$ cat src/rtl/lc3_pkg.sv
`timescale 1ns/1ps
// Shared LC-3 definitions: control-word encodings, the reset PC and the machine word type.
// The control unit imports this same package so both sides agree on the encodings.
package lc3_pkg;

  typedef logic [15:0] word_t;

  localparam word_t RESET_PC_DEFAULT = 16'h3000;

  typedef enum logic [1:0] {
    ALU_ADD   = 2'b00,
    ALU_AND   = 2'b01,
    ALU_NOT   = 2'b10,
    ALU_PASSA = 2'b11
  } alu_op_e;

  typedef enum logic [1:0] {
    PC_INC  = 2'b00,
    PC_EAB  = 2'b01,
    PC_BUS  = 2'b10,
    PC_HOLD = 2'b11
  } sel_pc_e;

  typedef enum logic [1:0] {
    EAB2_ZERO  = 2'b00,
    EAB2_OFF6  = 2'b01,
    EAB2_OFF9  = 2'b10,
    EAB2_OFF11 = 2'b11
  } sel_eab2_e;

  // Sign-extend the low w bits of v to a full word.
  function automatic word_t sext(input word_t v, input int unsigned w);
    logic signed [15:0] t;
    t = signed'(v << (16 - w));
    return word_t'(t >>> (16 - w));
  endfunction

endpackage

$ cat src/rtl/lc3_regfile.sv
`timescale 1ns/1ps
// LC-3 general purpose register file: 8 x 16, two combinational read ports, one write port.
// A same-cycle read of the register being written returns the old contents.
module lc3_regfile
  import lc3_pkg::*;
(
  input  logic        clk,
  input  logic        reset,
  input  logic        we_i,
  input  logic [2:0]  wa_i,
  input  logic [15:0] wd_i,
  input  logic [2:0]  ra1_i,
  input  logic [2:0]  ra2_i,
  output logic [15:0] rd1_o,
  output logic [15:0] rd2_o
);

  word_t regs_q [8];

  always_ff @(posedge clk or posedge reset) begin
    if (reset) begin
      for (int i = 0; i < 8; i++) regs_q[i] <= '0;
    end else if (we_i) begin
      regs_q[wa_i] <= wd_i;
    end
  end

  assign rd1_o = regs_q[ra1_i];
  assign rd2_o = regs_q[ra2_i];

endmodule

$ cat src/rtl/lc3_datapath.sv
`timescale 1ns/1ps
// LC-3 datapath: architectural state, shared bus, ALU, address adder and PC/MAR/MDR muxes,
// driven each cycle by the control word from the LC-3 control unit.
module lc3_datapath
  import lc3_pkg::*;
#(
  parameter logic [15:0] RESET_PC = RESET_PC_DEFAULT
) (
  input  logic        clk,
  input  logic        reset,
  input  logic [1:0]  aluControl,
  input  logic        enaALU,
  input  logic        enaMARM,
  input  logic        enaMDR,
  input  logic        enaPC,
  input  logic        selMAR,
  input  logic        selEAB1,
  input  logic [1:0]  selEAB2,
  input  logic [1:0]  selPC,
  input  logic        selMDR,
  input  logic        ldPC,
  input  logic        ldIR,
  input  logic        ldMAR,
  input  logic        ldMDR,
  input  logic [2:0]  SR1,
  input  logic [2:0]  SR2,
  input  logic [2:0]  DR,
  input  logic        regWE,
  input  logic [15:0] memRData,
  output logic [15:0] IR,
  output logic        N,
  output logic        Z,
  output logic        P,
  output logic [15:0] memAddr,
  output logic [15:0] memWData,
  output logic [15:0] bus,
  output logic        busConflict
);

  word_t pc_q, ir_q, mar_q, mdr_q;
  logic  n_q, z_q, p_q;
  word_t sr1_data, sr2_data, alu_b, alu_out;
  word_t eab1, eab2, eab, marmux, pc_d, mdr_d;

  lc3_regfile u_regfile (
    .clk   (clk),
    .reset (reset),
    .we_i  (regWE),
    .wa_i  (DR),
    .wd_i  (bus),
    .ra1_i (SR1),
    .ra2_i (SR2),
    .rd1_o (sr1_data),
    .rd2_o (sr2_data)
  );

  always_comb begin
    alu_b = ir_q[5] ? sext(ir_q, 5) : sr2_data;
    unique case (alu_op_e'(aluControl))
      ALU_ADD: alu_out = sr1_data + alu_b;
      ALU_AND: alu_out = sr1_data & alu_b;
      ALU_NOT: alu_out = ~sr1_data;
      default: alu_out = sr1_data;
    endcase
  end

  always_comb begin
    eab1 = selEAB1 ? sr1_data : pc_q;
    unique case (sel_eab2_e'(selEAB2))
      EAB2_ZERO: eab2 = '0;
      EAB2_OFF6: eab2 = sext(ir_q, 6);
      EAB2_OFF9: eab2 = sext(ir_q, 9);
      default:   eab2 = sext(ir_q, 11);
    endcase
    eab    = eab1 + eab2;
    marmux = selMAR ? eab : {8'h00, ir_q[7:0]};
  end

  // Priority only matters when the control unit misbehaves; busConflict flags that case.
  always_comb begin
    if (enaPC)        bus = pc_q;
    else if (enaMDR)  bus = mdr_q;
    else if (enaALU)  bus = alu_out;
    else if (enaMARM) bus = marmux;
    else              bus = '0;
  end

  assign busConflict = (enaPC  & (enaMDR | enaALU | enaMARM)) |
                       (enaMDR & (enaALU | enaMARM)) |
                       (enaALU & enaMARM);

  always_comb begin
    unique case (sel_pc_e'(selPC))
      PC_INC:  pc_d = pc_q + 16'd1;
      PC_EAB:  pc_d = eab;
      PC_BUS:  pc_d = bus;
      default: pc_d = pc_q;
    endcase
    mdr_d = selMDR ? memRData : bus;
  end

  always_ff @(posedge clk or posedge reset) begin
    if (reset) begin
      pc_q  <= RESET_PC;
      ir_q  <= '0;
      mar_q <= '0;
      mdr_q <= '0;
      n_q   <= 1'b0;
      z_q   <= 1'b1;
      p_q   <= 1'b0;
    end else begin
      if (ldPC)  pc_q  <= pc_d;
      if (ldIR)  ir_q  <= bus;
      if (ldMAR) mar_q <= bus;
      if (ldMDR) mdr_q <= mdr_d;
      if (regWE) begin
        n_q <= bus[15];
        z_q <= (bus == '0);
        p_q <= ~bus[15] & (bus != '0);
      end
    end
  end

  assign IR       = ir_q;
  assign N        = n_q;
  assign Z        = z_q;
  assign P        = p_q;
  assign memAddr  = mar_q;
  assign memWData = mdr_q;

endmodule

$ cat config.mk
export PLATFORM = sky130hd
export DESIGN_NAME = lc3_datapath
export DESIGN_NICKNAME = d
export VERILOG_FILES = /design/src/rtl/lc3_pkg.sv /design/src/rtl/lc3_regfile.sv /design/src/rtl/lc3_datapath.sv
export SDC_FILE = /design/constraint.sdc
export NUM_CORES = 1
export LEC_CHECK = 0
export BUFFER_PORTS_ARGS = -buffer_cell sky130_fd_sc_hd__clkbuf_2
export CORE_ASPECT_RATIO = 0.8
export CORE_MARGIN = 4
export CORE_UTILIZATION = 52
export CTS_CLUSTER_DIAMETER = 50
export DETAILED_ROUTE_END_ITERATION = 8
export PLACE_DENSITY_LB_ADDON = 0.12
export SKIP_LAST_GASP = 1
export SYNTH_ARGS = -nofsm -noshare
export SYNTH_HDL_FRONTEND = slang
export SYNTH_SLANG_ARGS = --single-unit
$ cat constraint.sdc
create_clock -name clk -period 9 [get_ports clk]
set_input_delay 0.45 -clock clk [delete_from_list [all_inputs] [get_ports clk]]
set_output_delay 0.45 -clock clk [all_outputs]
set_load 0.02 [all_outputs]
==> results of run 1 <==
## how the worst max path moves through the flow
stage / to / slack [ps] / cells past startpoint
5_1_grt: bus[15] / 2980 / 16
2_1_floorplan: IR[0]$_DFFE_PP0P_ / 3240 / 1
3_5_place_dp: P$_DFFE_PP0P_ / 3240 / 15
3_3_place_gp: P$_DFFE_PP0P_ / 3330 / 15
4_1_cts: bus[12] / 3410 / 16
6_report: bus[13] / 3330 / 14
## worst max-delay path: cells and delay by family
kind,cells,cell delay (ps)
muxes,2,1050
buffers and inverters,4,890
xor gates and xnor gates,1,200
and+or+nand+nor,1,310
AOI/OAI and AO/OA,5,1930
adders and majority gates,1,350
## per-layer routing
layer	GRT usage	share of wire	up-vias
met5	0	0	-
met4	0.0769	0.022	0
met3	0.0941	0.11	70
met2	0.436	0.42	543
met1	0.479	0.45	5618
li1	-	-	5150
## cell families (layout without fill, tap and decap cells)
| family | after synthesis | in the layout | synth area share |
|---|---|---|---|
| AO/OA/AOI/OAI | 430 | 430 | 0.206 |
| XOR/XNOR | 26 | 26 | 0.0177 |
| adder cells (fa/ha/maj) | 37 | 37 | 0.0372 |
| buffers and inverters | 157 | 217 | 0.0506 |
| flip-flops | 195 | 195 | 0.380 |
| multiplexers | 113 | 113 | 0.159 |
| AND/OR/NAND/NOR | 426 | 426 | 0.150 |
## power by group
group / switching [mW] / total (mW) / internal, mW
registers: 0.222 / 1.32 / 1.10
logic: 0.952 / 1.59 / 0.635
clock network: 0.364 / 0.774 / 0.410
total: 1.54 / 3.68 / 2.15
## cell usage after synthesis, types with 9 or more instances
library cell and n:
dfrtp_1 192, nand2_1 192, o21ai_0 176, nor2_1 102, a21oi_1 97, clkbuf_1 83, inv_1 52, mux4_2 49
ha_1 35, a211oi_1 33, nor2b_1 32, nand3_1 26, mux2i_1 25, mux2_2 22, xnor2_1 18, a21o_1 16
a221oi_1 16, and3_1 15, mux4_1 15, and2_1 12, o22ai_1 10, buf_1 9, nand2b_1 9
## state kept, by name (all words and copies together) (netlist names)
| name | count |
|---|---|
| IR | 16 |
| N | 1 |
| P | 1 |
| Z | 1 |
| memAddr | 16 |
| memWData | 16 |
| pc_q | 16 |
| u_regfile.regs_q | 128 |
## final cells by class
type                       count  area, um^2
clock buffer                  23         478
multi-input combinational   1032        7340
timing repair buffer         131         703
fill                        2204       10200
sequential                   195        4880
clock inverter                 9        95.1
inverter                      54         213
tap                          318         398
## through the flow
| stage | hold WS (ps) | worst slack, ps |
|---|---|---|
| after floorplan | 458 | 3240 |
| after global placement | 478 | 3330 |
| after detailed placement | 486 | 3240 |
| after CTS | 234 | 3410 |
| after global routing | 280 | 2980 |
| final | 180 | 3330 |
==> metrics.csv, run 1 <==
stage;metric;value;unit
synth;synth_area_leaders;dfrtp_1 37%, mux4_2 8.6%, o21ai_0 6.8%, nand2_1 5.6%, a21oi_1 3.8%;
setup_path;cp_slowest_cell;o32a_1;
sta;worst_slew_pin_slew;966;ps
setup_path;path_cells;clkbuf_2 -> buf_4 -> mux4_1 -> mux2i_1 -> a21oi_1 -> ha_1 -> a211o_1 -> a211oi_1 -> or4_1 -> a31oi_1 -> xnor2_1 -> o32a_1 -> inv_1 -> clkbuf_2;
synth;synth_cells;1384;
finish;mostFrequentLayoutCells;192 x dfrtp_1, 192 x nand2_1, 176 x o21ai_0;
power;p_leak;6.40;nW
finish;instances_no_fill;1762;
global_routing;gr-total-overflow;0;
route;drt-total-wl;42300;um
sta;drv_slew;0;
clock_tree;cts_buffers;17;
place;place_inst;1730;
setup_path;r2r_end;P$_DFFE_PP0P_;
global_routing;grt_max_degree;128;
global_routing;track_usage;0.312;
synth;ys_seq_elements;195;
sta;fin_skew;19.1;ps
clock_tree;clkLatencyLatePin;450;ps
clock_tree;cts_root_buf;clkbuf_16;
place;gp_congestion;1.00;
sta;slew_headroom;0.355;
setup_path;path_common_cell;clkbuf_2;
synth;ys_seq_area_frac;0.380;
power;total_power;3.68;mW
clock_tree;cts_max_path_buffers;2;
setup_path;r2r-start;IR[5]$_DFFE_PP0P_;
clock_tree;h-tree-depth;4;
finish;stdcell_area;14100;um^2
clock_tree;cts.reportedPaths.clkPinSlew;70;ps
global_routing;grt_pass1_wl;64900;um
synth;ys_types;74;
die;die_area;27300;um^2
finish;drive_above_1_share;0.176;
die;die_h;149;um
route;drt_iter0_markers;1185;
job;maxCapViolations;0;
setup_path;start_kind;input port;
clock_tree;tritoncts;done;
synth;ys_warn_count;0;
clock_tree;cts_hold_buffers;0;
synth;async_reset_ff_frac;1.00;
clock_tree;postCtsSetupBuffers;0;
place;placed_area;13500;um^2
die;core;24300;um^2
die;dieWidth;184;um
clock_tree;cts-resized-gates;0;
die;initial_core_util;0.529;
synth;synth_edf_count;0;
power;powerDensity;261;nW/um^2
route;dr.pass1.iters;5;
sta;rsz0062_at_grt;no;
run_status;status;finished, final reports clean;
global_routing;antenna_found_initial;0;
sta;hold_violations;0;
setup_path;critPathLaunch;SR1[1];
synth;yosys.area.top_type;dfrtp_1;
place;dp_hpwl;30100;um
route;routedWlPerCell;24.0;um
die;rows;51;
setup_path;end_kind;primary output;
sta;setup_viol;0;
setup_path;worst-r2r-setup-slack;3730;ps
synth;synth-main-ff-cell;dfrtp_1;
route;ant_nets;0;
finish;final_util;0.581;
route;drc;0;
finish;diodes;0;
setup_path;max_stage_delay;720;ps
power;peakVddDrop;191;uV
setup_path;critPathKind;in2out;
route;vias_per_cell;6.46;
finish;syn_to_final_growth;9.74;%
route;vias;11381;
sta;fin_crit;5670;ps
min_path;hold_path.class;in2async;
sta;fin_crit_sh;0.630;
setup_path;crit_arrival;5220;ps
sta;max_freq;176;MHz
sta;tns;0;ps
finish;final_nets;1513;
setup_path;required;8550;ps
clock_tree;cts_sinks;195;
synth;syn-num-nets;1466;
setup_path;critPathMaxFanout;32;
synth;synth_top_area_share;0.374;
place;portBuffers;112;
die;io_pins;113;
global_routing;grt_pass1_vias;10776;
synth;syn_area_per_cell;9.29;um^2
setup_path;r2r_cells;13;
synth;netlist_area;12900;um^2
Power figures use the tool's default switching activity.
==> run 2: changes to the inputs <==
--- a/config.mk
+++ b/config.mk
@@ -5,6 +5,7 @@
 export SDC_FILE = /design/constraint.sdc
 export NUM_CORES = 1
 export LEC_CHECK = 0
+export ABC_AREA = 1
 export BUFFER_PORTS_ARGS = -buffer_cell sky130_fd_sc_hd__clkbuf_2
 export CORE_ASPECT_RATIO = 0.8
 export CORE_MARGIN = 4
==> constraint.sdc (replaced) <==
create_clock -name clk -period 4.6 [get_ports clk]
set_input_delay 0.23 -clock clk [delete_from_list [all_inputs] [get_ports clk]]
set_output_delay 0.23 -clock clk [all_outputs]
set_load 0.02 [all_outputs]
==> run 2 against run 1 <==
Against the previous run: worst hold slack worse by 150 ps; final area rose by 7.0%; clock-buffer cell count shrank 6; combinational power up 72%; non-clock buffer count grew 28; clock power grew 110%; critical endpoint is now bus[10].
==> metrics.csv, run 2 <==
stage;metric;value;unit;change
sta;worst_slew_pin_slew;1140;ps;+178 ps
setup_path;critPathLaunch;u_regfile.regs_q[89]$_DFFE_PP0P_;;
power;p_clk_frac;0.241;;+0.031
route;dr.pass1.iters;6;;+1
clock_tree;cts_buffers;17;;unchanged
clock_tree;tritoncts;done;;
sta;setup_viol;0;;unchanged
synth;muxShareOfSynthArea;0;;-0.159
setup_path;required;4370;ps;-4180 ps
synth;synth_top_family_by_area;simple AND/OR/NAND/NOR gates;;
setup_path;cp_slowest_cell;o21ai_0;;
finish;final_nets;2183;;+44%
power;power_frac_seq;0.356;;-0.003
synth;ys_warn_count;0;;unchanged
place;dp_hpwl;37300;um;+24%
die;die_area;28800;um^2;+5.5%
route;routedWlPerCell;20.7;um;-14%
synth;synth_compound_area_frac;0.220;;+0.0139
sta;rsz0062_at_grt;no;;
global_routing;grt_pass1_vias;12892;;+20%
power;p_sw;3.05;mW;+98%
setup_path;crit_arrival;4020;ps;-1200 ps
finish;syn_to_final_growth;11.0;%;
synth;synth-main-ff-cell;dfrtp_1;;
clock_tree;cts_root_buf;clkbuf_16;;
die;dieWidth;189;um;+2.7%
synth;yosys.area.top_type;dfrtp_1;;
sta;tns;0;ps;unchanged
finish;layout_commonest_cell;nand2_1;;
clock_tree;cts.reportedPaths.clkPinSlew;90;ps;+20 ps
setup_path;max_stage_delay;420;ps;-300 ps
power;power.internal;3.71;mW;+73%
finish;largest_reg_flops;128;;unchanged
setup_path;path_cells;inv_1 -> a21oi_1 -> o21ai_0 -> nand3_1 -> nand2_1 -> o21ai_0 -> ha_1 -> nand2_1 -> o21ai_0 -> inv_1 -> nand3_1 -> xor2_1 -> nand2_1 -> nand3_1 -> nand2_1 -> nand2_2 -> clkbuf_2;;
die;die_h;153;um;+2.7%
synth;ys_seq_elements;195;;unchanged
job;maxCapViolations;0;;unchanged
min_path;hold_path.class;in2reg;;
clock_tree;h-tree-depth;4;;unchanged
route;drt-total-wl;51100;um;+21%
synth;ys_seq_area_frac;0.359;;-0.0209
global_routing;grt_pass1_wl;78100;um;+20%
clock_tree;cts_sinks;195;;unchanged
synth;synth_area_leaders;dfrtp_1 35%, nand2_1 11%, a21oi_1 10%, nand3_1 7.1%, o21ai_0 7.1%;;
die;rows;52;;+2.0%
finish;mostFrequentLayoutCells;406 x nand2_1, 280 x a21oi_1, 253 x inv_1;;
global_routing;grt_max_degree;58;;-55%
die;core;25500;um^2;+4.9%
synth;synth-simple-area-share;0.263;;+0.113
global_routing;track_usage;0.349;;+0.0368
route;drc;0;;unchanged
global_routing;gr-total-overflow;0;;unchanged
synth;synth_cells;2042;;+48%
sta;drv_slew;0;;unchanged
power;peakVddDrop;294;uV;+54%
sta;whs;32.1;ps;-148 ps
power;switching_share;0.451;;+0.0333
synth;synth_common_cells;406 x nand2_1, 280 x a21oi_1, 254 x inv_1;;
synth;synth_xor_area_frac;0.00837;;-0.00934
setup_path;start_kind;flop;;
synth;yosysMostFrequentCell;nand2_1;;
place;gp_congestion;1.07;;+6.6%
synth;ys_types;47;;-36%
power;powerDensity;448;nW/um^2;+71%
synth;async_reset_ff_frac;1.00;;unchanged
route;ant_nets;0;;unchanged
place;placed_area;14400;um^2;+6.7%
finish;drive_above_1_share;0.118;;-0.0576
finish;regMostFlops;u_regfile.regs_q;;
place;portBuffers;112;;unchanged
route;vias;14432;;+27%
sta;slew_headroom;0.230;;-0.125
sta;fin_crit_sh;0.924;;
die;initial_core_util;0.534;;+0.00460
synth;synth_top_area_share;0.353;;-0.0205
clock_tree;cts_max_path_buffers;2;;unchanged
clock_tree;cts-resized-gates;0;;unchanged
finish;stdcell_area;15100;um^2;+7.0%
sta;max_freq;235;MHz;
setup_path;r2r-start;IR[5]$_DFFE_PP0P_;;
synth;syn_area_per_cell;6.67;um^2;-28%
setup_path;path_common_cell;nand2_1;;
power;p_comb_frac;0.403;;-0.028
setup_path;critPathMaxFanout;10;;-69%
synth;netlist_area;13600;um^2;+5.8%
synth;synth_adder_area_share;0.0351;;-0.00204
synth;syn-num-nets;2124;;+45%
global_routing;antenna_found_initial;0;;unchanged
sta;fin_skew;16.6;ps;-2.49 ps
min_path;min_from;regWE;;
finish;diodes;0;;unchanged
sta;hold_violations;0;;unchanged
finish;instances_no_fill;2465;;+40%
setup_path;critPathKind;reg2out;;
run_status;status;finished, final reports clean;;
clock_tree;clkLatencyLatePin;460;ps;about the same
sta;fin_crit;4250;ps;
finish;final_util;0.592;;+0.0117
setup_path;end_kind;primary output;;
synth;synth_edf_count;0;;unchanged
power;p_leak;7.55;nW;+18%
die;io_pins;113;;unchanged
place;place_inst;2432;;+41%
route;drt_iter0_markers;1811;;+53%
route;vias_per_cell;5.85;;-9.4%
## run 2: stage by stage
stage | worst slack, ps | power (mW)
6_report | 349 | 6.76
2_1_floorplan | 1180 | 4.17
3_3_place_gp | 511 | 5.03
4_1_cts | 449 | 6.68
5_1_grt | 163 | 7.16
3_5_place_dp | 473 | 5.05
## run 2: worst paths after layout
| path | slack [ps] | depth (start not counted) | end |
|---|---|---|---|
| max | 350 | 17 | bus[10] |
| min | 30 | 3 | Z$_DFFE_PP1P_ |
| max reg2reg | 550 | 22 | P$_DFFE_PP0P_ |
| min reg2reg | 500 | 2 | Z$_DFFE_PP1P_ |
| max in group asynchronous | 3050 | 4 | IR[4]$_DFFE_PP0P_ |
| min in group asynchronous | 440 | 3 | u_regfile.regs_q[37]$_DFFE_PP0P_ |
## run 2: what timing repair did
item | in CTS | in global routing
endpoints found under the hold margin | 30 | 0
buffers inserted | 0 | 0
hold buffers | 1 | 0
## run 2: cell families (layout without fill, tap and decap cells)
group           Yosys count  count (layout)
buf+inv                 387             459
compound gates          564             564
xor+xnor                 13              13
simple gates            846             846
fa+ha+maj                37              37
flops                   195             195
## run 2: power by group through the flow
| stage | Combinational [mW] | Clock (mW) | Sequential, mW |
|---|---|---|---|
| floorplan | 1.78 | 0 | 2.39 |
| global placement | 2.62 | 0 | 2.40 |
| detailed placement | 2.64 | 0 | 2.41 |
| CTS | 2.66 | 1.63 | 2.38 |
| global route | 3.01 | 1.71 | 2.44 |
| finish | 2.73 | 1.63 | 2.40 |
## run 2: metal layers
metal  part of all wire  track usage
met5                  0            0
met4              0.019       0.0805
met3               0.13        0.105
met2               0.39        0.471
met1               0.46        0.546
## run 2: cell type report
type | count | area, um^2
clock buffer | 17 | 425
clock inverter | 15 | 220
fill | 2531 | 10400
inverter | 268 | 1010
multi-input combinational | 1460 | 7180
sequential | 195 | 4880
tap | 351 | 439
timing repair buffer | 159 | 941
## run 2: worst max-delay path: cells and delay by family (launching register included)
family	cells	cell delay [ps]
AND/OR/NAND/NOR	8	1350
AO/OA/AOI/OAI	4	740
buffers and inverters	3	470
flip-flops	1	400
adder cells (fa/ha/maj)	1	390
XOR/XNOR	1	210
==> run 3: changes to the inputs <==
--- a/config.mk
+++ b/config.mk
@@ -6,13 +6,14 @@
 export NUM_CORES = 1
 export LEC_CHECK = 0
 export ABC_AREA = 1
-export BUFFER_PORTS_ARGS = -buffer_cell sky130_fd_sc_hd__clkbuf_2
 export CORE_ASPECT_RATIO = 0.8
 export CORE_MARGIN = 4
 export CORE_UTILIZATION = 52
 export CTS_CLUSTER_DIAMETER = 50
 export DETAILED_ROUTE_END_ITERATION = 8
+export DONT_BUFFER_PORTS = 1
 export PLACE_DENSITY_LB_ADDON = 0.12
+export REMOVE_ABC_BUFFERS = 1
 export SKIP_LAST_GASP = 1
 export SYNTH_ARGS = -nofsm -noshare
 export SYNTH_HDL_FRONTEND = slang
==> run 3 against run 2 <==
Against the previous run: sequential power up 3%; setup slack worse by 58 ps; clock skew grew 3.9 ps; combinational power fell by 11%; non-clock buffer count down 109; critical path depth rose by 4; final cell count decreased by 4.4%; first-iteration DRC count fell by 6.9%; die area unchanged; final area down 3.6%; critical path type is now reg2reg.
==> metrics.csv, run 3 (synthesis results as in run 2) <==
stage;metric;value;unit;change
sta;fin_crit;4310;ps;+57.8 ps
finish;largest_reg_flops;128;;unchanged
place;portBuffers;0;;-100%
sta;slew_headroom;0.220;;-0.00978
clock_tree;clkLatencyLatePin;460;ps;about the same
die;dieWidth;189;um;unchanged
route;routedWlPerCell;21.3;um;+2.7%
die;io_pins;113;;unchanged
place;dp_hpwl;35200;um;-5.7%
route;drt-total-wl;50200;um;-1.8%
clock_tree;tritoncts;done;;
sta;drv_slew;0;;unchanged
setup_path;required;4950;ps;+580 ps
sta;setup_viol;0;;unchanged
global_routing;grt_pass1_vias;13206;;+2.4%
finish;layout_commonest_cell;nand2_1;;
sta;worst_slew_pin_slew;1170;ps;+22.9 ps
route;drc;0;;unchanged
finish;syn_to_final_growth;7.00;%;
clock_tree;cts_max_path_buffers;2;;unchanged
min_path;hold_path.class;in2reg;;
setup_path;critPathMaxFanout;11;;+1
setup_path;r2r_cells;21;;-4.5%
power;powerDensity;441;nW/um^2;-1.5%
route;drt_iter0_markers;1686;;-6.9%
sta;hold_violations;0;;unchanged
setup_path;crit_arrival;4660;ps;+640 ps
min_path;hold_depth;2;;-1
global_routing;antenna_found_initial;1;;+1
finish;regArea;4880;um^2;unchanged
finish;stdcell_area;14600;um^2;-3.6%
finish;multiInputGateArea;7190;um^2;+0.14%
setup_path;r2r_end;memWData[11]$_DFFE_PP0P_;;
die;rows;52;;unchanged
job;maxCapViolations;0;;unchanged
setup_path;start_kind;flop;;
clock_tree;cts_buffers;17;;unchanged
route;vias;13973;;-3.2%
global_routing;grt_max_degree;136;;+130%
run_status;status;finished, final reports clean;;
global_routing;track_usage;0.346;;-0.00347
clock_tree;cts.reportedPaths.clkPinSlew;90;ps;about the same
sta;max_freq;232;MHz;-1.3%
finish;mostFrequentLayoutCells;406 x nand2_1, 280 x a21oi_1, 252 x inv_1;;
setup_path;r2r-start;IR[5]$_DFFE_PP0P_;;
die;core;25500;um^2;unchanged
sta;whs;27.8;ps;-4.32 ps
sta;rsz0062_at_grt;no;;
sta;tns;0;ps;unchanged
setup_path;critPathKind;reg2reg;;
place;placed_area;13800;um^2;-4.5%
finish;diodes;0;;unchanged
global_routing;gr-total-overflow;0;;unchanged
setup_path;end_kind;flop;;
sta;fin_crit_sh;0.937;;+0.0126
finish;regMostFlops;u_regfile.regs_q;;
route;vias_per_cell;5.93;;+1.3%
clock_tree;h-tree-depth;4;;unchanged
die;die_h;153;um;unchanged
power;p_leak;7.07;nW;-6.4%
setup_path;worst-r2r-setup-slack;290;ps;-260 ps
finish;final_util;0.571;;-0.0212
die;initial_core_util;0.534;;unchanged
clock_tree;cts_root_buf;clkbuf_16;;
route;dr.pass1.iters;6;;unchanged
route;ant_nets;0;;unchanged
die;die_area;28800;um^2;unchanged
min_path;worstHoldEndpoint;memWData[6]$_DFFE_PP0P_;;
place;gp_congestion;1.01;;-5.3%
finish;final_nets;2075;;-4.9%
clock_tree;cts_sinks;195;;unchanged
finish;drive_above_1_share;0.0643;;-0.0540
power;peakVddDrop;291;uV;-0.92%
sta;fin_skew;20.4;ps;+3.86 ps
finish;nFillCells;2572;;+1.6%
min_path;min_from;memRData[6];;
power;total_power;6.42;mW;-5.0%
global_routing;grt_pass1_wl;77600;um;-0.66%
run 3: cell count changes in the layout (fill, tap and decap cells not counted), moves of 3 or more:
cell,delta
clkinv_8,-6
clkbuf_2,-112
buf_4,-11
inv_6,+3
dlygate4sd3_1,+13
run 3: routing by layer:
| metal | up-vias | GRT usage | wire (um) |
|---|---|---|---|
| li1 | 6585 | - | - |
| met1 | 6516 | 0.506 | 21800 |
| met2 | 793 | 0.499 | 21000 |
| met3 | 79 | 0.0955 | 6070 |
| met4 | 0 | 0.106 | 1290 |
| met5 | - | 0 | 0 |
run 3: through the flow:
stage,std cells,setup slack [ps]
CTS,2355,120
global route,2357,32.0
floorplan,1923,-937
global placement,2307,215
detailed placement,2307,131
finish,2357,292
run 3: repair_timing:
item,4_1_cts,5_1_grt
gates resized for setup,0,2
endpoints found under the hold margin,184,0
setup endpoints to repair,0,12
buffers inserted,0,1
hold buffers,16,0
run 3: worst max path at each step:
stage,start,end,slack (ps)
floorplan,reset,IR[0]$_DFFE_PP0P_,-940
global placement,IR[5]$_DFFE_PP0P_,P$_DFFE_PP0P_,210
detailed placement,IR[5]$_DFFE_PP0P_,P$_DFFE_PP0P_,130
CTS,IR[5]$_DFFE_PP0P_,bus[12],120
global route,IR[5]$_DFFE_PP0P_,memWData[11]$_DFFE_PP0P_,30
finish,IR[5]$_DFFE_PP0P_,memWData[11]$_DFFE_PP0P_,290
run 3: power by group:
part	leakage, nW	switching, mW	internal (mW)
registers	2.29	0.382	2.09
logic	4.50	1.64	0.793
clock network	0.281	0.766	0.746
total	7.07	2.79	3.63
run 3: final cells by class:
cell class              count  area share
flip-flops and latches    195       0.335
well taps                 351      0.0302
inverters                 268      0.0699
repair buffers             50      0.0308
repair inverters            1    0.000516
clock inverters            12     0.00790
clock buffers              20      0.0314
multi-input cells        1460       0.494
run 3: critical path, stage by stage (launching register included):
cell,delay (ps)
dfrtp_1,740
clkinvlp_4,580
nand3_1,210
nand2_1,80
ha_1,380
inv_1,70
o21ai_0,250
nand2_1,80
nand2_1,140
inv_1,80
nand2_1,70
nand2_1,50
nand3_1,70
nand2_1,80
nand2_1,110
nand3_1,100
nand2_2,110
nand2_4,50
buf_4,190
nor2_1,100
o22ai_1,60
dlygate4sd3_1,590
